$ cat src/rtl/iot_activity_monitor_if.sv
// ============================================================================
// Module      : iot_activity_monitor_if
// Description : Bus bundle between the device event decoders (master side)
//               and the activity monitor (slave side). It carries the
//               per-channel event strobes and directions, the synchronous
//               clear, and every status output the monitor returns to the
//               status/CSR block.
//   Signals   : clr         synchronous clear request
//               change      per-channel event strobe (N_CH)
//               on_off      per-channel direction, 1 = up (N_CH)
//               count_out   packed channel counters (N_CH*WIDTH)
//               total_out   registered sum of all counters (TW)
//               bound_flag  sticky per-channel wrap/clamp flag (N_CH)
//               alarm       hysteretic occupancy alarm
//               peak_out    running maximum of total_out (TW)
//   Modports  : master (event source / status reader), slave (monitor)
// Revision    : 1.0 - initial release
// ============================================================================
`default_nettype none

interface iot_activity_monitor_if #(
  parameter int unsigned N_CH  = 4,
  parameter int unsigned WIDTH = 8
);
  localparam int unsigned TW = WIDTH + $clog2(N_CH);

  logic                    clr;
  logic [N_CH-1:0]         change;
  logic [N_CH-1:0]         on_off;
  logic [N_CH*WIDTH-1:0]   count_out;
  logic [TW-1:0]           total_out;
  logic [N_CH-1:0]         bound_flag;
  logic                    alarm;
  logic [TW-1:0]           peak_out;

  modport master (
    output clr, change, on_off,
    input  count_out, total_out, bound_flag, alarm, peak_out
  );

  modport slave (
    input  clr, change, on_off,
    output count_out, total_out, bound_flag, alarm, peak_out
  );
endinterface

`default_nettype wire

$ cat src/rtl/iot_activity_monitor.sv
// ============================================================================
// Module      : iot_activity_monitor
// Description : Multi-channel active-device monitor. One up/down counter per
//               device group (wrapping or saturating), a registered aggregate
//               total, a two-state hysteretic occupancy alarm driven by that
//               total, and sticky per-channel boundary flags.
//   Ports     : clk    rising-edge clock
//               rst_n  asynchronous active-low reset
//               bus    iot_activity_monitor_if.slave (clr, change, on_off in;
//                      count_out, total_out, bound_flag, alarm, peak_out out)
//   Options   : MONITOR_PEAK_EN - when defined, peak_out tracks the maximum
//               total_out since reset/clr; when undefined no peak logic is
//               built and peak_out is tied to zero.
// Revision    : 1.0 - initial release
// ============================================================================
`default_nettype none

module iot_activity_monitor #(
  parameter int unsigned N_CH     = 4,
  parameter int unsigned WIDTH    = 8,
  parameter int unsigned SATURATE = 0,
  parameter int unsigned ALARM_HI = 512,
  parameter int unsigned ALARM_LO = 256
) (
  input  logic                     clk,
  input  logic                     rst_n,
  iot_activity_monitor_if.slave    bus
);

  // Total width: enough headroom that the sum of N_CH full-scale counters
  // can never overflow.
  localparam int unsigned      TW      = WIDTH + $clog2(N_CH);
  localparam logic [WIDTH-1:0] CNT_MAX = '1;
  localparam logic [WIDTH-1:0] CNT_MIN = '0;

  typedef enum logic [0:0] {
    ST_NORMAL = 1'b0,
    ST_ALARM  = 1'b1
  } state_t;

  // --------------------------------------------------------------------------
  // State
  // --------------------------------------------------------------------------
  logic [WIDTH-1:0] cnt_q   [N_CH];
  logic [WIDTH-1:0] cnt_d   [N_CH];
  logic [N_CH-1:0]  bound_q;
  logic [N_CH-1:0]  bound_d;
  logic [TW-1:0]    total_q;
  logic [TW-1:0]    total_d;
  state_t           state_q;
  state_t           state_d;
  logic [31:0]      total_ext;

  // --------------------------------------------------------------------------
  // Per-channel counter next-state. Channels are fully independent; a channel
  // whose strobe is low simply holds, so its flag can never be set by it.
  // --------------------------------------------------------------------------
  always_comb begin
    for (int i = 0; i < N_CH; i++) begin
      cnt_d[i]   = cnt_q[i];
      bound_d[i] = bound_q[i];
      if (bus.change[i]) begin
        if (bus.on_off[i]) begin
          if (cnt_q[i] == CNT_MAX) begin
            bound_d[i] = 1'b1;
            cnt_d[i]   = (SATURATE != 0) ? CNT_MAX : CNT_MIN;
          end else begin
            cnt_d[i]   = cnt_q[i] + 1'b1;
          end
        end else begin
          if (cnt_q[i] == CNT_MIN) begin
            bound_d[i] = 1'b1;
            cnt_d[i]   = (SATURATE != 0) ? CNT_MIN : CNT_MAX;
          end else begin
            cnt_d[i]   = cnt_q[i] - 1'b1;
          end
        end
      end
    end
  end

  // --------------------------------------------------------------------------
  // Aggregate: sums the registered counters, so total_out trails count_out
  // by exactly one edge. Each term is zero-extended to TW before adding.
  // --------------------------------------------------------------------------
  always_comb begin
    total_d = '0;
    for (int i = 0; i < N_CH; i++) begin
      total_d = total_d + TW'(cnt_q[i]);
    end
  end

  // --------------------------------------------------------------------------
  // Alarm FSM, evaluated on the registered total. Levels between ALARM_LO and
  // ALARM_HI hold the current state, giving the hysteresis band.
  // --------------------------------------------------------------------------
  assign total_ext = 32'(total_q);

  always_comb begin
    state_d = state_q;
    case (state_q)
      ST_NORMAL: begin
        if (total_ext >= ALARM_HI) begin
          state_d = ST_ALARM;
        end
      end
      ST_ALARM: begin
        if (total_ext < ALARM_LO) begin
          state_d = ST_NORMAL;
        end
      end
      default: begin
        state_d = ST_NORMAL;
      end
    endcase
  end

  // --------------------------------------------------------------------------
  // Registers. clr outranks every strobe and wipes all state on the edge.
  // --------------------------------------------------------------------------
  always_ff @(posedge clk or negedge rst_n) begin
    if (!rst_n) begin
      for (int i = 0; i < N_CH; i++) begin
        cnt_q[i] <= '0;
      end
      bound_q <= '0;
      total_q <= '0;
      state_q <= ST_NORMAL;
    end else if (bus.clr) begin
      for (int i = 0; i < N_CH; i++) begin
        cnt_q[i] <= '0;
      end
      bound_q <= '0;
      total_q <= '0;
      state_q <= ST_NORMAL;
    end else begin
      for (int i = 0; i < N_CH; i++) begin
        cnt_q[i] <= cnt_d[i];
      end
      bound_q <= bound_d;
      total_q <= total_d;
      state_q <= state_d;
    end
  end

  // --------------------------------------------------------------------------
  // Optional peak tracker: follows the registered total, so it trails
  // total_out by one edge.
  // --------------------------------------------------------------------------
`ifdef MONITOR_PEAK_EN
  logic [TW-1:0] peak_q;
  logic [TW-1:0] peak_d;

  always_comb begin
    peak_d = peak_q;
    if (total_q > peak_q) begin
      peak_d = total_q;
    end
  end

  always_ff @(posedge clk or negedge rst_n) begin
    if (!rst_n) begin
      peak_q <= '0;
    end else if (bus.clr) begin
      peak_q <= '0;
    end else begin
      peak_q <= peak_d;
    end
  end

  assign bus.peak_out = peak_q;
`else
  assign bus.peak_out = '0;
`endif

  // --------------------------------------------------------------------------
  // Outputs
  // --------------------------------------------------------------------------
  for (genvar g = 0; g < N_CH; g++) begin : g_out
    assign bus.count_out[g*WIDTH +: WIDTH] = cnt_q[g];
  end

  assign bus.total_out  = total_q;
  assign bus.bound_flag = bound_q;
  assign bus.alarm      = (state_q == ST_ALARM);

endmodule

`default_nettype wire

$ cat src/flat_wrapper.sv
// flat-port wrapper written by rule: the top's interface ports become plain ports
module iot_activity_monitor_flat 
#(
  parameter int unsigned N_CH     = 4,
  parameter int unsigned WIDTH    = 8,
  parameter int unsigned SATURATE = 0,
  parameter int unsigned ALARM_HI = 512,
  parameter int unsigned ALARM_LO = 256
)
  (clk, rst_n, bus_clr, bus_change, bus_on_off, bus_count_out, bus_total_out, bus_bound_flag, bus_alarm, bus_peak_out);
  iot_activity_monitor_if #(.N_CH(N_CH), .WIDTH(WIDTH)) bus_i ();
  input  logic clk;
  input  logic rst_n;
  input wire logic [$bits(bus_i.clr)-1:0] bus_clr;
  input wire logic [$bits(bus_i.change)-1:0] bus_change;
  input wire logic [$bits(bus_i.on_off)-1:0] bus_on_off;
  output wire logic [$bits(bus_i.count_out)-1:0] bus_count_out;
  output wire logic [$bits(bus_i.total_out)-1:0] bus_total_out;
  output wire logic [$bits(bus_i.bound_flag)-1:0] bus_bound_flag;
  output wire logic [$bits(bus_i.alarm)-1:0] bus_alarm;
  output wire logic [$bits(bus_i.peak_out)-1:0] bus_peak_out;
  assign bus_i.clr = bus_clr;
  assign bus_i.change = bus_change;
  assign bus_i.on_off = bus_on_off;
  assign bus_count_out = bus_i.count_out;
  assign bus_total_out = bus_i.total_out;
  assign bus_bound_flag = bus_i.bound_flag;
  assign bus_alarm = bus_i.alarm;
  assign bus_peak_out = bus_i.peak_out;
  iot_activity_monitor #(.N_CH(N_CH), .WIDTH(WIDTH), .SATURATE(SATURATE), .ALARM_HI(ALARM_HI), .ALARM_LO(ALARM_LO)) u_core (.clk(clk), .rst_n(rst_n), .bus(bus_i));
endmodule
$ cat config.mk
export PLATFORM = sky130hd
export DESIGN_NAME = iot_activity_monitor_flat
export DESIGN_NICKNAME = d
export VERILOG_FILES = /design/src/rtl/iot_activity_monitor_if.sv /design/src/rtl/iot_activity_monitor.sv /design/src/flat_wrapper.sv
export SDC_FILE = /design/constraint.sdc
export NUM_CORES = 1
export LEC_CHECK = 0
export BUFFER_PORTS_ARGS = -buffer_cell sky130_fd_sc_hd__buf_2
export CAP_MARGIN = 20
export CORE_MARGIN = 5
export CORE_UTILIZATION = 59
export CTS_BUF_LIST = sky130_fd_sc_hd__clkbuf_4 sky130_fd_sc_hd__clkbuf_8
export CTS_CLUSTER_DIAMETER = 200
export DETAILED_ROUTE_END_ITERATION = 6
export MAX_ROUTING_LAYER = met4
export PLACE_DENSITY = 0.8
export SETUP_SLACK_MARGIN = 0.02
export SYNTH_ARGS = -nofsm -noshare
export SYNTH_HDL_FRONTEND = slang
export SYNTH_SLANG_ARGS = --single-unit
$ cat constraint.sdc
create_clock -name clk -period 4.7 [get_ports clk]
set_clock_uncertainty 0.2 [all_clocks]
set_input_delay 0.94 -clock clk [delete_from_list [all_inputs] [get_ports clk]]
set_output_delay 0.94 -clock clk [all_outputs]
set_load 0.01 [all_outputs]
-- Word level (Yosys, flattened, before mapping)
Index checks and enable logic that the tools add are counted.
- flip-flop bits (word level): 47
- bits of input ports: 11
- word-level logic and storage cells: 87
- output and inout bits: 57
- bitwise logic cells: 1
- reductions and logical operators: 16
- add/sub/neg operators: 11
- magnitude comparators: 2
- mux-type cells: 39
- equal/unequal tests: 8
- operators with widths (kind ; count):
    8-bit 2-to-1 mux ; 16
    8-bit by 1-bit adder with 8-bit output (second input constant) ; 4
    8-bit equality test (second input constant) ; 4
    8-bit logical NOT ; 4
    32-bit 2-to-1 mux ; 1
    8-bit by 1-bit subtractor with 8-bit output (second input constant) ; 4
    10-bit by 8-bit adder with 10-bit output ; 2
    1-bit 2-to-1 mux ; 19
    3-bit by 2-bit inequality test with 1-bit output (second input constant) ; 4
    3-bit AND reduction ; 4
    3-bit nonzero test ; 4
    10-bit greater-or-equal comparator (second input constant) ; 1
    10-bit by 9-bit < comparator with 1-bit output (second input constant) ; 1
    10-bit 2-to-1 mux ; 1
    8-bit by 8-bit adder with 9-bit output ; 1
    2-bit nonzero test ; 4
    4-bit 2-to-1 mux ; 1
    1-bit one-hot mux with 2 select lines ; 1
    1-bit NOT ; 1

-- Longest topological paths before layout
- depth in word-level cells: 5
- mapped depth: 15
- depth with buffers taken out: 15

-- Worst setup path after synthesis
Ideal clock, no wire load.
- path kind: reg-to-reg
- start: reg u_core.cnt_q (netlist bit u_core.bus.count_out[0])
- end: reg u_core.total_q[8], in the netlist u_core.bus.total_out[8]
- library setup time: 132 ps
- setup slack: 1264 ps
- cell stages (with the launch flop): 16
- buffers on the path: 0
- required time: 4368 ps
- clock period less this slack: 3436 ps
- arrival time: 3104 ps
- cell sequence: dfrtp_1 > ha_1 > inv_1 > fa_1 > nor2b_1 > o21ai_0 > a21oi_1 > a211oi_1 > xor2_1 > fa_1 > inv_1 > ha_1 > or3_1 > o22ai_1 > xor2_1 > nor2_1
- word-level cells in the longest chain between the ends: 4
- RTL lines (element ; RTL line ; RTL):
    start: declaration ; iot_activity_monitor.sv:44 ; logic [WIDTH-1:0] cnt_q [N_CH];
    start signal: indexed assignment ; iot_activity_monitor.sv:138 ; cnt_q[i] <= cnt_d[i];
    8-bit by 8-bit adder with 9-bit output ; iot_activity_monitor.sv:89 ; total_d = total_d + TW'(cnt_q[i]);
    10-bit by 8-bit adder with 10-bit output (2 in a row) ; iot_activity_monitor.sv:89 ;
    10-bit 2-to-1 mux ; iot_activity_monitor.sv:129 ; end else if (bus.clr) begin
    end signal: assignment ; iot_activity_monitor.sv:141 ; total_q <= total_d;
    end: declaration ; iot_activity_monitor.sv:48 ; logic [TW-1:0] total_q;
No other way between the ends.
A chain may end at the register's enable or synchronous reset.

-- Worst setup path after layout
Same ends and word-level chain as after synthesis.

==> results.yml <==
finish:
  nets: 586
  n_antenna_cell: 0
  fin_cells: 621
  fillerInstances: 576
  syn_to_final_growth_pct: 8.65
  drive_gt1_share_pct: 14.4
timing:
  hold_slack_ps: 294
  timing.final.crit_share_pct: 79.7
  fmax_mhz: 267
  slew_violations: 0
  final-setup-viol-count: 0
  rsz0062_at_grt: "no"
  setup_tns_ps: 0
  relSlewSlack_pct: 60.7
  period_needed_ps: 3750
  hold_viol: 0
  tightest_slew_ps: 587
synth:
  netlist_instances: 498
  synthMuxAreaShare_pct: 0.248
  synth-simple-area-share_pct: 22.1
  synthTopCellsByArea: "dfrtp_1 29%, ha_1 7.7%, fa_1 5.0%, inv_1 4.9%, nor2_1 4.3%"
  synth_top_flop_cell: "dfrtp_1"
  synth-edff-count: 0
  synth_top_family_by_area: "simple AND/OR/NAND/NOR gates"
  syn_avg_cell_area_sq_um: 8.11
  yosysUniqueCellTypes: 62
  ys_warn_count: 0
  synth-seq-area-share_pct: 29.1
  synth-adder-area-share_pct: 12.7
  syn_area_sq_um: 4040
  synthArstFlopShare_pct: 100
  yosysTopAreaCellShare_pct: 29.1
  synth-seq-cells: 47
  synthXorXnorAreaFrac_pct: 4.77
  yosysTopAreaCell: "dfrtp_1"
  synth_compound_area_share_pct: 21.0
  synth_most_common_cell: "inv_1"
  ys_top_cells_by_count: "53 x inv_1, 47 x dfrtp_1, 46 x nor2_1, 36 x nand2_1, 31 x o21ai_0"
detailed_routing:
  ant_nets: 0
  drc: 0
  via_per_inst: 6.04
  drtIter0Drc: 237
  drtPass1Iterations: 6
  wl_per_cell_microns: 15.7
  via_count: 3750
  routed_wl_microns: 9770
placed_design:
  dp_cells: 612
  port_buffers: 57
  hpwl_microns: 7160
  globalplace.congestion: 0.942
cts:
  cts_resized: 0
  worstSkewPairLatency_ps: 300
  cts_buffers: 5
  cts_max_level: 2
  cts_setup_buffers: 0
  root_buffer: "clkbuf_8"
  clock_path_buffers: 2
  cts_hold_buf: 0
  cts.clk_slew.worst_paths_ps: 90
  clkSinkCount: 47
  tritoncts: "built"
critical_path:
  path_buf_inv: 2
  crit_family: "adder cells"
  path_cells: "ha_1, inv_1, fa_1, nor2b_1, o21ai_0, a21oi_1, a211oi_1, xor2_1, fa_1, inv_1, ha_1, or3_1, o22ai_1, xor2_1, nor2_1"
  reg2regPathDepth: 15
  startpoint: "u_core.bus.count_out[0]"
  r2r_end: "u_core.bus.total_out[8]"
  critPathRequiredTime_ps: 4670
  cp.depth: 15
  worstSetupPathType: "reg -> reg"
  crit_arrival_ps: 3720
  critPathCapture: "u_core.bus.total_out[8]"
  rrSetupSlack_ps: 950
  crit_path_start_kind: "flip-flop"
  crit_slowest_cell: "dfrtp_1"
  worstPathMaxFanout: 9
  critPathMaxStageDelay_ps: 490
  crit_path_end_kind: "flip-flop"
  rr_startpoint: "u_core.bus.count_out[0]"
pwr:
  leakage_nw: 2.12
  finalPower_mw: 1.60
  power_density_nw_per_um2: 365
  peakVddDrop_mv: 0.180
floorplanning:
  ios: 68
  dieArea_sq_um: 8600
  die_y_microns: 92.7
  start_util_pct: 60.1
  design.core.area_sq_um: 6720
  die_w_microns: 92.7
  fp-row-count: 30
job:
  cap_violations: 0
grt:
  grt_max_degree: 48
  grt_pass1_wl_microns: 16600
  grt_overflow: 0
  antenna_found_initial: 0
  track_usage_pct: 24.2
  grt_pass1_vias: 3541
hold_path:
  hold_class: "reg -> reg"
run_status:
  status: "finished clean"
-- kinds of logic after synthesis --
kind of cell,count (synthesis)
xor+xnor,22
buf+inv,86
compound gates,133
flops,47
mux,1
fa+ha+maj,35
other cells,1
simple gates,173
-- layout by cell type, fill, tap and decap left out, types with 10 or more instances in the layout --
cell type,Yosys,routed
buf_2,4,57
inv_1,53,53
dfrtp_1,47,47
nor2_1,46,46
nand2_1,36,36
o21ai_0,31,31
a21oi_1,29,29
ha_1,25,25
nor3_1,22,22
nand3_1,16,16
xnor2_1,13,13
fa_1,10,10
conb_1,1,10
-- per-stage QoR --
stage	area (sq um)	utilization, %	setup WS, ps
after floorplan	4070	-	1260
after global placement	4260	63.4	1160
after detailed placement	4260	63.4	992
after CTS	4370	65.0	973
after global routing	4390	65.3	624
final	4390	65.3	953
-- worst reg2reg max path, stage by stage (launching register included) --
cell and delay, ps:
dfrtp_1 490, ha_1 210, inv_1 50, fa_1 400
nor2b_1 120, o21ai_0 110, a21oi_1 240, a211oi_1 90
xor2_1 170, fa_1 490, inv_1 50, ha_1 230
or3_1 370, o22ai_1 180, xor2_1 180, nor2_1 50
-- cell type report --
cell class	count	area [sq um]	area share, %
Clock buffer	8	104	2.37
Timing Repair Buffer	59	313	7.13
Multi-Input combinational cell	374	2490	56.9
Tap cell	80	100	2.28
Inverter	53	199	4.54
Sequential cell	47	1180	26.8
-- per-layer routing --
| layer | vias up | global-route usage (%) | share of wire [%] |
|---|---|---|---|
| li1 | 1822 | - | - |
| met1 | 1800 | 31.7 | 45 |
| met2 | 122 | 39.3 | 50 |
| met3 | 6 | 3.98 | 5.2 |
| met4 | 0 | 6.23 | 0.60 |
| met5 | - | - | 0 |
-- sequential cells by signal, summed over array words and instances, names as in the netlist --
| register | count |
|---|---|
| u_core.bus.total_out | 10 |
| u_core.bus.count_out | 32 |
| u_core.bus.alarm | 1 |
| u_core.bus.bound_flag | 4 |
-- worst min path at each step --
stage                             from          endpoint  slack [ps]  cells past startpoint
2_1_floorplan  u_core.bus.total_out[9]  u_core.bus.alarm         330                      2
3_3_place_gp   u_core.bus.total_out[9]  u_core.bus.alarm         270                      2
3_5_place_dp   u_core.bus.total_out[9]  u_core.bus.alarm         280                      2
4_1_cts        u_core.bus.total_out[9]  u_core.bus.alarm         300                      2
5_1_grt        u_core.bus.total_out[9]  u_core.bus.alarm         340                      2
6_report       u_core.bus.total_out[9]  u_core.bus.alarm         290                      2
-- where the power goes --
| group | internal (mW) | switching (mW) | total, mW |
|---|---|---|---|
| sequential | 0.468 | 0.105 | 0.573 |
| clock | 0.140 | 0.136 | 0.276 |
| combinational | 0.323 | 0.428 | 0.750 |
| total | 0.931 | 0.669 | 1.60 |
No activity file was read; power rests on OpenSTA's default activity.
